==> src/rtl/gecko_pkg.sv <==
// Shared types and the load alignment helper for the gecko load writeback path.
package gecko_pkg;

  // RV32I load funct3 encodings; 3, 6 and 7 are not loads and produce zero.
  typedef enum logic [2:0] {
    LS_LB  = 3'd0,
    LS_LH  = 3'd1,
    LS_LW  = 3'd2,
    LS_LBU = 3'd4,
    LS_LHU = 3'd5
  } gecko_ls_funct3_e;

  // Widest scoreboard tag the command record can carry.
  localparam int unsigned GECKO_REG_STATUS_W_MAX = 8;

  typedef struct packed {
    logic [4:0]                        addr;
    logic [2:0]                        op;
    logic [1:0]                        offset;
    logic [GECKO_REG_STATUS_W_MAX-1:0] reg_status;
    logic                              jump_flag;
  } gecko_load_wb_cmd_t;

  typedef struct packed {
    logic [31:0] value;
    logic        misaligned;
  } gecko_load_result_t;

  function automatic gecko_load_result_t gecko_get_load_result(
    input logic [31:0] data,
    input logic [1:0]  offset,
    input logic [2:0]  op
  );
    gecko_load_result_t res;
    logic [31:0]        shifted;
    logic [7:0]         byte_val;
    logic [15:0]        half_val;
    shifted  = data >> {offset, 3'b000};
    byte_val = shifted[7:0];
    half_val = offset[1] ? data[31:16] : data[15:0];
    res      = '0;
    case (op)
      LS_LB:  res.value = {{24{byte_val[7]}}, byte_val};
      LS_LBU: res.value = {24'd0, byte_val};
      LS_LH: begin
        res.value      = {{16{half_val[15]}}, half_val};
        res.misaligned = offset[0];
      end
      LS_LHU: begin
        res.value      = {16'd0, half_val};
        res.misaligned = offset[0];
      end
      LS_LW: begin
        res.value      = data;
        res.misaligned = (offset != 2'd0);
      end
      default: res = '0;
    endcase
    return res;
  endfunction

endpackage

==> src/rtl/gecko_load_queue.sv <==
// Circular FIFO of pending load commands with a separately tracked occupancy count.
module gecko_load_queue
  import gecko_pkg::*;
#(
  parameter int unsigned DEPTH = 4
) (
  input  logic                         clk,
  input  logic                         rst,
  input  logic                         push,
  input  gecko_load_wb_cmd_t           push_data,
  input  logic                         pop,
  output gecko_load_wb_cmd_t           head,
  output logic                         full,
  output logic                         empty,
  output logic [$clog2(DEPTH+1)-1:0]   count
);

  localparam int unsigned PW = $clog2(DEPTH);
  localparam int unsigned CW = $clog2(DEPTH+1);

  gecko_load_wb_cmd_t mem [DEPTH];
  logic [PW-1:0]      wr_ptr;
  logic [PW-1:0]      rd_ptr;
  logic               do_push;
  logic               do_pop;

  assign full    = (count == CW'(DEPTH));
  assign empty   = (count == '0);
  assign do_push = push && !full;
  assign do_pop  = pop && !empty;
  assign head    = mem[rd_ptr];

  // DEPTH is a power of two, so the pointers wrap without explicit compare.
  always_ff @(posedge clk or negedge rst) begin
    if (!rst) begin
      mem    <= '{default: '0};
      wr_ptr <= '0;
      rd_ptr <= '0;
      count  <= '0;
    end else begin
      if (do_push) begin
        mem[wr_ptr] <= push_data;
        wr_ptr      <= wr_ptr + 1'b1;
      end
      if (do_pop) begin
        rd_ptr <= rd_ptr + 1'b1;
      end
      case ({do_push, do_pop})
        2'b10:   count <= count + 1'b1;
        2'b01:   count <= count - 1'b1;
        default: count <= count;
      endcase
    end
  end

endmodule

==> src/rtl/gecko_load_writeback.sv <==
// Pairs queued load commands with memory read responses and emits aligned writebacks.
// Optional GECKO_LOAD_MISALIGN_CHECK_EN adds a sticky misaligned flag and zeroes misaligned results.
module gecko_load_writeback
  import gecko_pkg::*;
#(
  parameter int unsigned CMD_DEPTH        = 4,
  parameter int unsigned REG_STATUS_WIDTH = 3
) (
  input  logic                              clk,
  input  logic                              rst,
  input  logic                              cmd_valid,
  output logic                              cmd_ready,
  input  logic [4:0]                        cmd_addr,
  input  logic [2:0]                        cmd_op,
  input  logic [1:0]                        cmd_offset,
  input  logic [REG_STATUS_WIDTH-1:0]       cmd_reg_status,
  input  logic                              cmd_jump_flag,
  input  logic                              rsp_valid,
  output logic                              rsp_ready,
  input  logic [31:0]                       rsp_data,
  output logic                              res_valid,
  input  logic                              res_ready,
  output logic [31:0]                       res_value,
  output logic [4:0]                        res_addr,
  output logic [REG_STATUS_WIDTH-1:0]       res_reg_status,
  output logic                              res_jump_flag,
  output logic                              res_speculative,
`ifdef GECKO_LOAD_MISALIGN_CHECK_EN
  output logic                              misaligned,
`endif
  output logic [$clog2(CMD_DEPTH+1)-1:0]    pending
);

  gecko_load_wb_cmd_t cmd_in;
  gecko_load_wb_cmd_t head;
  gecko_load_result_t load_res;
  logic [31:0]        load_value;
  logic               full;
  logic               empty;
  logic               init_done;
  logic               push;
  logic               can_out;
  logic               fire;
  logic               unused_rs_hi;

  always_comb begin
    cmd_in            = '0;
    cmd_in.addr       = cmd_addr;
    cmd_in.op         = cmd_op;
    cmd_in.offset     = cmd_offset;
    cmd_in.reg_status = GECKO_REG_STATUS_W_MAX'(cmd_reg_status);
    cmd_in.jump_flag  = cmd_jump_flag;
  end

  gecko_load_queue #(
    .DEPTH (CMD_DEPTH)
  ) u_queue (
    .clk       (clk),
    .rst       (rst),
    .push      (push),
    .push_data (cmd_in),
    .pop       (fire),
    .head      (head),
    .full      (full),
    .empty     (empty),
    .count     (pending)
  );

  // Holds cmd_ready low until the first clock after reset is released.
  always_ff @(posedge clk or negedge rst) begin
    if (!rst) init_done <= 1'b0;
    else      init_done <= 1'b1;
  end

  assign cmd_ready = init_done && !full;
  assign push      = cmd_valid && cmd_ready;
  assign can_out   = !res_valid || res_ready;
  assign rsp_ready = !empty && can_out;
  assign fire      = rsp_valid && rsp_ready;

  assign load_res        = gecko_get_load_result(rsp_data, head.offset, head.op);
  assign res_speculative = 1'b0;
  assign unused_rs_hi    = ^head.reg_status;

`ifdef GECKO_LOAD_MISALIGN_CHECK_EN
  assign load_value = load_res.misaligned ? '0 : load_res.value;

  always_ff @(posedge clk or negedge rst) begin
    if (!rst)                             misaligned <= 1'b0;
    else if (fire && load_res.misaligned) misaligned <= 1'b1;
  end
`else
  logic unused_misaligned;
  assign load_value        = load_res.value;
  assign unused_misaligned = load_res.misaligned;
`endif

  always_ff @(posedge clk or negedge rst) begin
    if (!rst) begin
      res_valid      <= 1'b0;
      res_value      <= '0;
      res_addr       <= '0;
      res_reg_status <= '0;
      res_jump_flag  <= 1'b0;
    end else if (fire) begin
      res_valid      <= 1'b1;
      res_value      <= load_value;
      res_addr       <= head.addr;
      res_reg_status <= head.reg_status[REG_STATUS_WIDTH-1:0];
      res_jump_flag  <= head.jump_flag;
    end else if (res_ready) begin
      res_valid      <= 1'b0;
      res_value      <= '0;
      res_addr       <= '0;
      res_reg_status <= '0;
      res_jump_flag  <= 1'b0;
    end
  end

endmodule

==> config.mk <==
export PLATFORM = sky130hd
export DESIGN_NAME = gecko_load_writeback
export DESIGN_NICKNAME = d
export VERILOG_FILES = /design/src/rtl/gecko_pkg.sv /design/src/rtl/gecko_load_queue.sv /design/src/rtl/gecko_load_writeback.sv
export SDC_FILE = /design/constraint.sdc
export NUM_CORES = 1
export LEC_CHECK = 0
export CORE_MARGIN = 8
export CORE_UTILIZATION = 39
export CTS_BUF_LIST = sky130_fd_sc_hd__clkbuf_16
export CTS_CLUSTER_DIAMETER = 100
export DETAILED_ROUTE_END_ITERATION = 6
export PLACE_DENSITY = 0.71
export SLEW_MARGIN = 40
export SYNTH_ARGS = -nofsm -noshare
export SYNTH_HDL_FRONTEND = slang
export SYNTH_SLANG_ARGS = --single-unit
==> constraint.sdc <==
create_clock -name clk -period 2.29 [get_ports clk]
set_clock_uncertainty 0.1 [all_clocks]
set_input_delay 0.458 -clock clk [delete_from_list [all_inputs] [get_ports clk]]
set_output_delay 0.458 -clock clk [all_outputs]
set_load 0.02 [all_outputs]
# == Yosys cells after proc, flatten, opt, wreduce, memory -nomap -nowiden ==
# Cells that the tools add are included.
# op_classes
addsub,4
n_lt_le_gt_ge,3
eq_ne,7
shift,1
muxes,18
n_bitwise,2
n_reduce_logical,15
# ops
operator,count
case mux 32 bit (5 select lines),1
bitwise mux 76 bit,1
2-to-1 mux 32 bit,2
2-to-1 mux 19 bit,3
binary-select mux 19 bit (select 2 bit),1
demux 19 bit (select 2 bit),1
right shift 32 x 5 -> 8 bit,1
2-to-1 mux 16 bit,1
2-to-1 mux 5 bit,2
== test 3 bit (second input constant),3
logical AND 1 bit,7
>= comparator 3 bit (second input constant),2
zero test 3 bit,2
2-to-1 mux 3 bit,2
NOT 2 -> 3 bit,2
case mux 3 bit (2 select lines),1
adder 2 x 1 -> 2 bit (second input constant),2
nonzero test 2 bit,2
adder 3 x 1 -> 3 bit (second input constant),1
== test 3 x 1 -> 1 bit (second input constant),1
== test 3 x 2 -> 1 bit (second input constant),1
zero test 1 bit,3
less-than comparator 3 x 1 -> 1 bit (second input constant),1
2-to-1 mux 1 bit,3
other kinds (4),4
# totals
ff_bits,126
in_bits,51
out_inout_bits,48
wordCells,79

# == Longest topological paths before layout ==
# Gate-level depths: netlist of run 1.
# depth
ltp_word,7
ltp_mapped,11
mapped_depth_nobuf,10

# == Hierarchy ==
# A second synthesis of run 1 with hierarchy kept.
# hier_totals
cells_unflattened,424
area_unflattened_um2,5895.7
# modules_own_cells
mod,instances,cells_per_inst,area_each_um2,seq_area_each_um2
gecko_load_queue,1,219,3704.8,2077.0
gecko_load_writeback,1,205,2190.9,1076.0

# == Worst setup path after synthesis of run 1 ==
# No wires, ideal clock.
# synth_path
kind,flip-flop to flip-flop
startpoint,register u_queue.count[0]
endpoint,register u_queue.count[2]
setup_ps,134
arrival_ps,2316
required_time_ps,2056
slack_ps,-260
stages_incl_launch_ff,12
n_path_buf,1
period_less_slack_ps,2550
path_cell_list,dfrtp_1 -> inv_1 -> a31oi_1 -> and2_1 -> clkbuf_1 -> inv_1 -> ha_1 -> inv_1 -> fa_1 -> xor2_1 -> nor2_1 -> xor2_1
# synth_between
elab_chain_len,7
word_cells_on_any_way,16
classes_between,add/sub (2); eq/ne (3); mux (1); reduce/logical (10)
# synth_rtl
element,line,source
start: declaration,gecko_load_queue.sv:15,output logic [$clog2(DEPTH+1)-1:0] count
start signal: assignment,gecko_load_queue.sv:49,2'b10: count <= count + 1'b1;
start signal: assignment,gecko_load_queue.sv:50,2'b01: count <= count - 1'b1;
start signal: assignment,gecko_load_queue.sv:51,default: count <= count;
== test 3 bit (*),gecko_load_queue.sv:27,assign full = (count == CW'(DEPTH));
zero test 1 bit (*),gecko_load_writeback.sv:75,assign cmd_ready = init_done && !full;
logical AND 1 bit (*),gecko_load_writeback.sv:75,
named net cmd_ready,gecko_load_writeback.sv:12,"output logic cmd_ready,"
logical AND 1 bit (*),gecko_load_writeback.sv:76,assign push = cmd_valid && cmd_ready;
logical AND 1 bit (*),gecko_load_queue.sv:29,assign do_push = push && !full;
== test 2 x 1 -> 1 bit or == test 2 bit (tied branches),gecko_load_queue.sv:48,"case ({do_push, do_pop})"
case mux 3 bit (2 select lines) or nonzero test 2 bit (tied branches),-,
# Mark *: on every way through the listed nets, which the timed path passes. The rest lies on a longest branch.
# A chain may end at the register's enable or synchronous reset.

# == Worst setup path in the final report of run 1 ==
# layout_path
startpoint,register u_queue.rd_ptr[0]
endpoint,register res_value[22]
# layout_between
elab_chain_len,7
word_cells_on_any_way,13
classes_between,eq/ne (4); shift (1); mux (6); bitwise (1); reduce/logical (1)
# layout_rtl
element,line,source
start: declaration,gecko_load_queue.sv:23,logic [PW-1:0] rd_ptr;
start signal: assignment,gecko_load_queue.sv:46,rd_ptr <= rd_ptr + 1'b1;
NOT 2 -> 3 bit (not written as such) (*),gecko_load_queue.sv:31,assign head = mem[rd_ptr];
binary-select mux 19 bit (select 2 bit) (*),gecko_load_queue.sv:31,
2-to-1 mux 19 bit (not written as such) (*) (2 in series),gecko_load_queue.sv:31,
"right shift 32 x 5 -> 8 bit, or another cell as far along",gecko_pkg.sv:38,"shifted = data >> {offset, 3'b000};"
case mux 32 bit (5 select lines) (*),gecko_pkg.sv:42,case (op)
2-to-1 mux 32 bit (*),gecko_load_writeback.sv:105,end else if (fire) begin
end signal: assignment,gecko_load_writeback.sv:107,res_value <= load_value;
end: declaration,gecko_load_writeback.sv:23,"output logic [31:0] res_value,"
# Every way passes the cells marked *; elsewhere a longest branch is shown, timed or not. The select of a mux whose other input is x is not followed.

==> results of run 1 <==
==> area by class of cell <==
| class | count | area, um2 |
|---|---|---|
| flip-flops and latches | 106 | 2660 |
| clock buffers | 9 | 225 |
| clock inverters | 7 | 52.6 |
| fillers | 1068 | 5790 |
| repair buffers | 131 | 1300 |
| inverters | 8 | 30.0 |
| multi-input cells | 239 | 2200 |
| well taps | 172 | 215 |
==> power by group through the flow <==
stage / Combinational [mW] / Sequential, mW / Clock [mW]
floorplan: 2.79 / 3.28 / 0
global placement: 4.48 / 3.13 / 0
detailed placement: 4.59 / 3.16 / 0
CTS: 4.62 / 3.15 / 1.50
global route: 5.27 / 3.24 / 1.57
finish: 4.89 / 3.15 / 1.46
==> sequential cells by signal, indices dropped and copies added, names as in the netlist <==
name	flops
res_reg_status	3
u_queue.mem	56
res_jump_flag	1
u_queue.wr_ptr	2
res_value	32
u_queue.rd_ptr	2
init_done	1
res_addr	5
res_valid	1
u_queue.count	3
==> kinds of logic after synthesis <==
family | synth area share (%)
buffers and inverters | 3.28
adders and majority gates | 1.68
AOI/OAI and AO/OA | 10.3
muxes | 22.9
DFF | 53.9
other | 0.153
and+or+nand+nor | 6.73
xor gates and xnor gates | 1.07
==> final timing paths <==
path                                    from          endpoint
min in group clk             u_queue.mem[20]   u_queue.mem[20]
max in group asynchronous                rst  u_queue.count[0]
setup reg to reg           u_queue.rd_ptr[0]     res_value[22]
hold reg to reg              u_queue.mem[20]   u_queue.mem[20]
setup / recovery           u_queue.rd_ptr[0]     res_value[22]
hold / removal                           rst   u_queue.mem[73]
==> routing by layer <==
layer / GRT usage, % / routed length [um]
met1: 18.8 / 5170
met2: 24.8 / 6150
met3: 5.13 / 1140
met5: 0 / 0
met4: 6.57 / 227
==> synthesized netlist by cell type (all sizes together), types with 2 or more instances <==
| cell type | count |
|---|---|
| inv | 8 |
| a221o | 16 |
| xnor2 | 3 |
| mux4 | 15 |
| nor2 | 18 |
| o221ai | 6 |
| a22oi | 8 |
| nor2b | 2 |
| clkbuf | 12 |
| dfrtp | 106 |
| a222oi | 9 |
| nand2 | 35 |
| o21ai | 12 |
| buf | 13 |
| and2 | 2 |
| xor2 | 3 |
| mux2i | 16 |
| a21oi | 6 |
| ha | 5 |
| mux2 | 56 |
| nand2b | 11 |
| conb | 2 |
| a31oi | 2 |
==> repair_timing <==
| action | CTS | global route |
|---|---|---|
| gates cloned | 0 | 1 |
| setup buffers | 0 | 2 |
| pin swaps | 0 | 7 |
| setup endpoints to repair | 26 | 26 |
| gates resized for setup | 3 | 15 |
==> impl_metrics.env, run 1 <==
export IMPL_p_int_mw=6.02
export IMPL_fmax_mhz=445
export IMPL_whs_ns=0.0264
export IMPL_rsz0062_at_grt="yes"
export IMPL_final_util_pct=53.6
export IMPL_setup_viol=0
export IMPL_cts_tree="yes"
export IMPL_path_class="flip-flop to flip-flop"
export IMPL_netlist_area_um2=4920
export IMPL_cts_buffers=9
export IMPL_rr_worst_depth=6
export IMPL_synth_top_area_share_pct=53.9
export IMPL_netlist_instances=377
export IMPL_drt_iter0_markers=288
export IMPL_required_ns=2.42
export IMPL_dp_cells=653
export IMPL_status="complete, no violations"
export IMPL_cts_max_level=3
export IMPL_postCtsHoldBufs=0
export IMPL_tightest_slew_ns=0.593
export IMPL_ioPinCount=99
export IMPL_final_cell_count_no_fill=672
export IMPL_yosysTopAreaCell="dfrtp_1"
export IMPL_crit_chain="buf_4 -> mux4_2 -> nor2_2 -> mux4_2 -> and3_4 -> a221o_1"
export IMPL_layout_common_cells="104 x dfrtp_1, 94 x clkdlybuf4s50_1, 56 x mux2_2"
export IMPL_grt_pass1_vias=3841
export IMPL_hp_class="primary input to async pin"
export IMPL_max_vdd_ir_drop_mv=0.552
export IMPL_min_period_over_period_pct=98.2
export IMPL_crit_fanout=8
export IMPL_dp_slack_ns=-0.113
export IMPL_critPathTopFamily="multiplexers"
export IMPL_total_power_mw=9.50
export IMPL_pwr_share_seq_pct=33.2
export IMPL_dp_hpwl_mm=8.84
export IMPL_critPathMaxStageDelay_ns=0.52
export IMPL_cts_buffer_depth=2
export IMPL_cp_arrival_ns=2.38
export IMPL_die_h_um=128
export IMPL_grt_usage_pct=15.5
export IMPL_synthDistinctLibCells=37
export IMPL_clock_sinks=106
export IMPL_drtAntennaViolNets=0
export IMPL_die_area_um2=16500
export IMPL_drt_pass1_iterations=5
export IMPL_combPwrFrac_pct=51.4
export IMPL_syn_avg_cell_area_um2=13.1
export IMPL_synth_ff_type="dfrtp_1"
export IMPL_gp_congestion=0.848
export IMPL_ys_seq_area_share_pct=53.9
export IMPL_core_region_area_um2=12500
export IMPL_grt_pass1_wl_mm=20.0
export IMPL_finalSetupTns_ns=0
export IMPL_max_cap_violations=0
export IMPL_grt_max_degree=107
export IMPL_synth_edf_count=0
export IMPL_drcViolationCount=0
export IMPL_crit_buf_inv=1
export IMPL_path_common_cell="mux4_2"
export IMPL_drive_above_1_share_pct=27.8
export IMPL_power_density_nw_per_um2=1420
export IMPL_start_util_pct=39.5
export IMPL_port_buffers=97
export IMPL_wl_per_cell_um=18.9
export IMPL_hold_viol=0
export IMPL_p_switching_mw=3.48
export IMPL_critPathSlowestCell="mux4_2"
export IMPL_final_common_cell="dfrtp_1"
export IMPL_fp_dieW_um=128
export IMPL_cp_num_cells=6
export IMPL_min_period_ns=2.25
export IMPL_synth_area_leaders="dfrtp_1 54%, mux2_2 13%, mux4_2 6.9%"
export IMPL_swShare_pct=36.6
export IMPL_leakage_nw=2.86
export IMPL_synth_nets=434
export IMPL_place_area_um2=6310
export IMPL_fin_area_um2=6680
export IMPL_num_antenna_cells=0
export IMPL_synth_async_reset_ratio_pct=100
export IMPL_maxSlewViolCount=0
export IMPL_vias=3645
export IMPL_slew_limit_headroom_pct=60.5
export IMPL_clkPwrFrac_pct=15.4
export IMPL_yosysWarnings=0
export IMPL_clk_latency_ns=0.35
export IMPL_area_growth_pct=35.7
export IMPL_cp_end_kind="flip-flop"
export IMPL_nets=552
export IMPL_via_per_inst=5.42
export IMPL_reg2reg_slack_ns=0.04
export IMPL_antenna_found_initial=0
export IMPL_num_rows=41
export IMPL_path_clk_slew_ns=0.07
export IMPL_critPathLaunchType="flip-flop"
export IMPL_grt_ovfl_total=0
export IMPL_drt_total_wl_mm=12.7
export IMPL_fin_ws_ns=0.0403
export IMPL_cts_root_buf="clkbuf_16"
export IMPL_yosys_register_bits=106
Note: power is estimated with default switching activity, not from simulation.
==> run 2: changes to the inputs <==
Settings changed: PLACE_DENSITY 0.71 to 0.68.
Clock period 2.29 ns to 2.39 ns, I/O delays scaled along.
==> impl_metrics.env, run 2 (synthesis results as in run 1) <==
export IMPL_swShare_pct=36.1
export IMPL_cts_tree="yes"
export IMPL_max_vdd_ir_drop_mv=0.533
export IMPL_power_density_nw_per_um2=1360
export IMPL_cts_max_level=3
export IMPL_grt_usage_pct=15.7
export IMPL_grt_pass1_vias=3749
export IMPL_area_growth_pct=34.9
export IMPL_p_int_mw=5.77
export IMPL_num_rows=41
export IMPL_drt_iter0_markers=421
export IMPL_hold_viol=0
export IMPL_reg2reg_slack_ns=0.12
export IMPL_required_ns=2.55
export IMPL_top_usage_layer="met2"
export IMPL_r2r_start="u_queue.rd_ptr[0]"
export IMPL_critPathLaunchType="flip-flop"
export IMPL_max_cap_violations=0
export IMPL_die_h_um=128
export IMPL_vias=3552
export IMPL_critPathSlowestCell="mux4_2"
export IMPL_status="complete, no violations"
export IMPL_rr_worst_depth=5
export IMPL_start_util_pct=39.5
export IMPL_min_period_over_period_pct=94.9
export IMPL_drive_above_1_share_pct=25.6
export IMPL_largest_register_ffs=56
export IMPL_ioPinCount=99
export IMPL_final_common_cell="dfrtp_1"
export IMPL_fin_area_um2=6640
export IMPL_hold_path_end="res_value[7]"
export IMPL_leakage_nw=2.84
export IMPL_p_switching_mw=3.27
export IMPL_antenna_found_initial=0
export IMPL_clk_latency_ns=0.36
export IMPL_cts_buffers=9
export IMPL_dp_hpwl_mm=8.91
export IMPL_crit_fanout=8
export IMPL_path_clk_slew_ns=0.07
export IMPL_via_per_inst=5.32
export IMPL_drt_total_wl_mm=12.7
export IMPL_grt_met3_usage_pct=4.18
export IMPL_fmax_mhz=441
export IMPL_critPathMaxStageDelay_ns=0.59
export IMPL_die_area_um2=16500
export IMPL_cts_root_buf="clkbuf_16"
export IMPL_grt_ovfl_total=0
export IMPL_hold_start="res_value[7]"
export IMPL_hold_depth=2
export IMPL_min_period_ns=2.27
export IMPL_fp_dieW_um=128
export IMPL_clock_sinks=106
export IMPL_num_antenna_cells=0
export IMPL_reg2reg_to="res_value[15]"
export IMPL_cp_end_kind="flip-flop"
export IMPL_combPwrFrac_pct=50.0
export IMPL_grt_pass1_wl_mm=19.9
export IMPL_wl_per_cell_um=19.0
export IMPL_drt_pass1_iterations=5
export IMPL_port_buffers=97
export IMPL_grt_util_met2_pct=24.1
export IMPL_gp_congestion=0.842
export IMPL_top_register="u_queue.mem"
export IMPL_final_util_pct=53.3
export IMPL_grt_met1_usage_pct=20.2
export IMPL_cp_arrival_ns=2.42
export IMPL_crit_buf_inv=0
export IMPL_critPathTopFamily="simple AND/OR/NAND/NOR gates"
export IMPL_nets=549
export IMPL_drtAntennaViolNets=0
export IMPL_place_area_um2=6280
export IMPL_reg_top3="u_queue.mem x56, res_value x32, res_addr x5"
export IMPL_hp_class="flip-flop to flip-flop"
export IMPL_grt_max_degree=41
export IMPL_cts_buffer_depth=2
export IMPL_crit_chain="mux4_2 -> or2_2 -> o22ai_1 -> nand2_1 -> a22oi_1"
export IMPL_core_region_area_um2=12500
export IMPL_layout_common_cells="105 x dfrtp_1, 94 x clkdlybuf4s50_1, 56 x mux2_2"
export IMPL_total_power_mw=9.04
export IMPL_clkPwrFrac_pct=16.9
export IMPL_pwr_share_seq_pct=33.1
export IMPL_drcViolationCount=0
export IMPL_path_class="flip-flop to flip-flop"
export IMPL_maxSlewViolCount=0
export IMPL_setup_viol=0
[run 2: power by group through the flow]
stage | Combinational (mW) | Sequential, mW | Clock [mW]
detailed placement | 4.35 | 3.02 | 0
floorplan | 2.68 | 3.14 | 0
finish | 4.52 | 2.99 | 1.52
global route | 4.87 | 3.09 | 1.63
global placement | 4.23 | 2.98 | 0
CTS | 4.38 | 2.99 | 1.57
[run 2: how the worst max path moves through the flow]
stage                                  from          endpoint  slack (ns)  cells past startpoint
after floorplan           u_queue.rd_ptr[0]     res_value[16]      -0.003                      8
after global placement            res_ready  u_queue.count[2]       -0.02                      9
after detailed placement  u_queue.rd_ptr[0]     res_value[31]       -0.05                      5
after CTS                  u_queue.count[0]         cmd_ready        0.04                      3
after global routing      u_queue.rd_ptr[0]     res_value[13]      -0.009                      6
final                     u_queue.rd_ptr[0]     res_value[15]        0.12                      5
[run 2: cell type report]
type	count	area, um2
clock buffers	9	225
clock inverters	6	73.8
fillers	1017	5830
inverters	8	30.0
multi-input cells	238	2150
flip-flops and latches	106	2650
well taps	172	215
repair buffers	129	1290
[run 2: timing repair]
| item | 4_1_cts | 5_1_grt |
|---|---|---|
| buffers inserted | 0 | 3 |
| gates resized for setup | 2 | 5 |
| hold buffers | 1 | 0 |
| endpoints found under the setup margin | 17 | 7 |
| endpoints found under the hold margin | 32 | 0 |
| pin swaps | 0 | 2 |
[run 2: routing by layer]
metal | routed length [um] | part of all wire, % | vias up
met4 | 235 | 1.9 | 0
met1 | 5600 | 44 | 1792
met2 | 5920 | 47 | 119
met3 | 904 | 7.1 | 17
met5 | 0 | 0 | -
li1 | - | - | 1624
[run 2: tightest hold or removal path, stage by stage (launching register included)]
cell and delay [ns]:
dfrtp_1 0.35, nand2_1 0.05, o21ai_0 0.06
[run 2: through the flow]
| step | hold WS (ns) | setup WS (ns) | TNS, ns | std cells |
|---|---|---|---|---|
| finish | 0.398 | 0.123 | 0 | 668 |
| global route | 0.416 | -0.00906 | -0.00906 | 668 |
| CTS | 0.405 | 0.0419 | 0 | 665 |
| detailed placement | 0.373 | -0.0522 | -0.513 | 649 |
| global placement | 0.356 | -0.0172 | -0.0172 | 649 |
| floorplan | 0.0824 | -0.00345 | -0.0345 | 377 |
==> run 3: changes to the inputs <==
Settings changed: CORE_UTILIZATION 39 to 52, PLACE_DENSITY 0.68 to 0.86.
==> impl_metrics.env, run 3 (synthesis results as in run 1) <==
export IMPL_rsz0062_at_grt="yes"
export IMPL_largest_register_ffs=56
export IMPL_setup_viol=0
export IMPL_grt_pass1_vias=3753
export IMPL_gp_congestion=0.838
export IMPL_grt_ovfl_total=0
export IMPL_final_cell_count_no_fill=605
export IMPL_drtAntennaViolNets=0
export IMPL_drt_iter0_markers=215
export IMPL_clk_latency_ns=0.34
export IMPL_maxSlewViolCount=0
export IMPL_die_h_um=113
export IMPL_via_per_inst=5.99
export IMPL_drt_total_wl_mm=12.4
export IMPL_num_antenna_cells=0
export IMPL_critPathLaunchType="flip-flop"
export IMPL_start_util_pct=53.5
export IMPL_vias=3621
export IMPL_core_region_area_um2=9200
export IMPL_power_density_nw_per_um2=1360
export IMPL_wl_per_cell_um=20.4
export IMPL_hold_viol=0
export IMPL_nets=546
export IMPL_final_common_cell="dfrtp_1"
export IMPL_path_class="flip-flop to flip-flop"
export IMPL_layout_common_cells="106 x dfrtp_1, 95 x clkdlybuf4s50_1, 56 x mux2_2"
export IMPL_failed_checks="design-rule violations"
export IMPL_port_buffers=97
export IMPL_grt_max_degree=41
export IMPL_final_fill_count=597
export IMPL_drt_pass1_iterations=7
export IMPL_hp_class="flip-flop to flip-flop"
export IMPL_dp_hpwl_mm=8.82
export IMPL_min_period_over_period_pct=97.1
export IMPL_num_rows=35
export IMPL_cp_end_kind="flip-flop"
export IMPL_cts_root_buf="clkbuf_16"
export IMPL_total_power_mw=8.90
export IMPL_cts_buffer_depth=2
export IMPL_reg_top3="u_queue.mem x56, res_value x32, res_addr x5"
export IMPL_cts_max_level=3
export IMPL_required_ns=2.52
export IMPL_dp_slack_ns=-0.0659
export IMPL_cp_arrival_ns=2.45
export IMPL_fmax_mhz=431
export IMPL_max_cap_violations=0
export IMPL_die_area_um2=12800
export IMPL_antenna_found_initial=0
export IMPL_final_util_pct=71.1
export IMPL_area_growth_pct=32.8
export IMPL_min_period_ns=2.32
export IMPL_grt_pass1_wl_mm=19.7
export IMPL_max_vdd_ir_drop_mv=0.645
export IMPL_cts_buffers=9
export IMPL_place_area_um2=6200
export IMPL_drive_above_1_share_pct=25.3
export IMPL_cts_tree="yes"
export IMPL_clock_sinks=106
export IMPL_drcViolationCount=1
export IMPL_ff_latch_area_um2=2650
export IMPL_grt_usage_pct=19.5
export IMPL_fin_area_um2=6540
export IMPL_dp_cells=587
export IMPL_fin_ws_ns=0.0697
export IMPL_status="complete, but fails checks"
export IMPL_leakage_nw=2.82
export IMPL_crit_fanout=16
export IMPL_top_register="u_queue.mem"
export IMPL_fp_dieW_um=113
export IMPL_ioPinCount=99
export IMPL_path_clk_slew_ns=0.07
export IMPL_multi_input_area_um2=2150
## run 3: final timing paths
| check | cells past startpoint | slack, ns | startpoint | end |
|---|---|---|---|---|
| setup / recovery | 6 | 0.07 | u_queue.rd_ptr[0] | res_value[23] |
| hold / removal | 1 | 0.40 | u_queue.mem[13] | u_queue.mem[13] |
| setup reg to reg | 6 | 0.07 | u_queue.rd_ptr[0] | res_value[23] |
| hold reg to reg | 1 | 0.40 | u_queue.mem[13] | u_queue.mem[13] |
| max in group asynchronous | 3 | 1.06 | rst | res_reg_status[2] |
| min in group asynchronous | 2 | 0.49 | rst | init_done |
## run 3: power by group
group          switching (mW)  internal [mW]
sequential              0.453           2.55
combinational            2.13           2.33
clock                   0.698          0.738
total                    3.28           5.62
## run 3: repair_timing
item | CTS | global route
resized for setup | 0 | 6
setup buffers | 0 | 1
hold endpoints to repair | 25 | 0
endpoints found under the setup margin | 0 | 25
hold buffers | 1 | 0
## run 3: metrics by stage
step,hold WS (ns),setup TNS [ns]
after floorplan,0.0824,-0.0345
after global placement,0.310,-0.00372
after detailed placement,0.317,-0.903
after CTS,0.404,0
after global routing,0.418,-0.0338
final,0.404,0
## run 3: layout make-up
type                    count  area share, %
repair buffers            126           19.4
flip-flops and latches    106           40.6
inverters                   8          0.459
clock buffers               9           3.44
clock inverters             7           1.11
multi-input cells         238           32.9
well taps                 111           2.12
## run 3: layer usage
metal  track usage, %  wire length (um)  vias up  part of all wire [%]
li1                 -                 -     1616                     -
met1             24.6              5290     1843                    43
met2             32.1              6100      140                    49
met3             3.57               672       22                   5.4
met4             8.97               300        0                   2.4
met5                0                 0        -                     0
## run 3: worst max-delay path, stage by stage, from the launching register on
cell and delay [ns]:
dfrtp_1 0.39, buf_6 0.13, mux4_2 0.58, nor2_1 0.15, mux4_2 0.32, and3_4 0.26, a221o_1 0.28
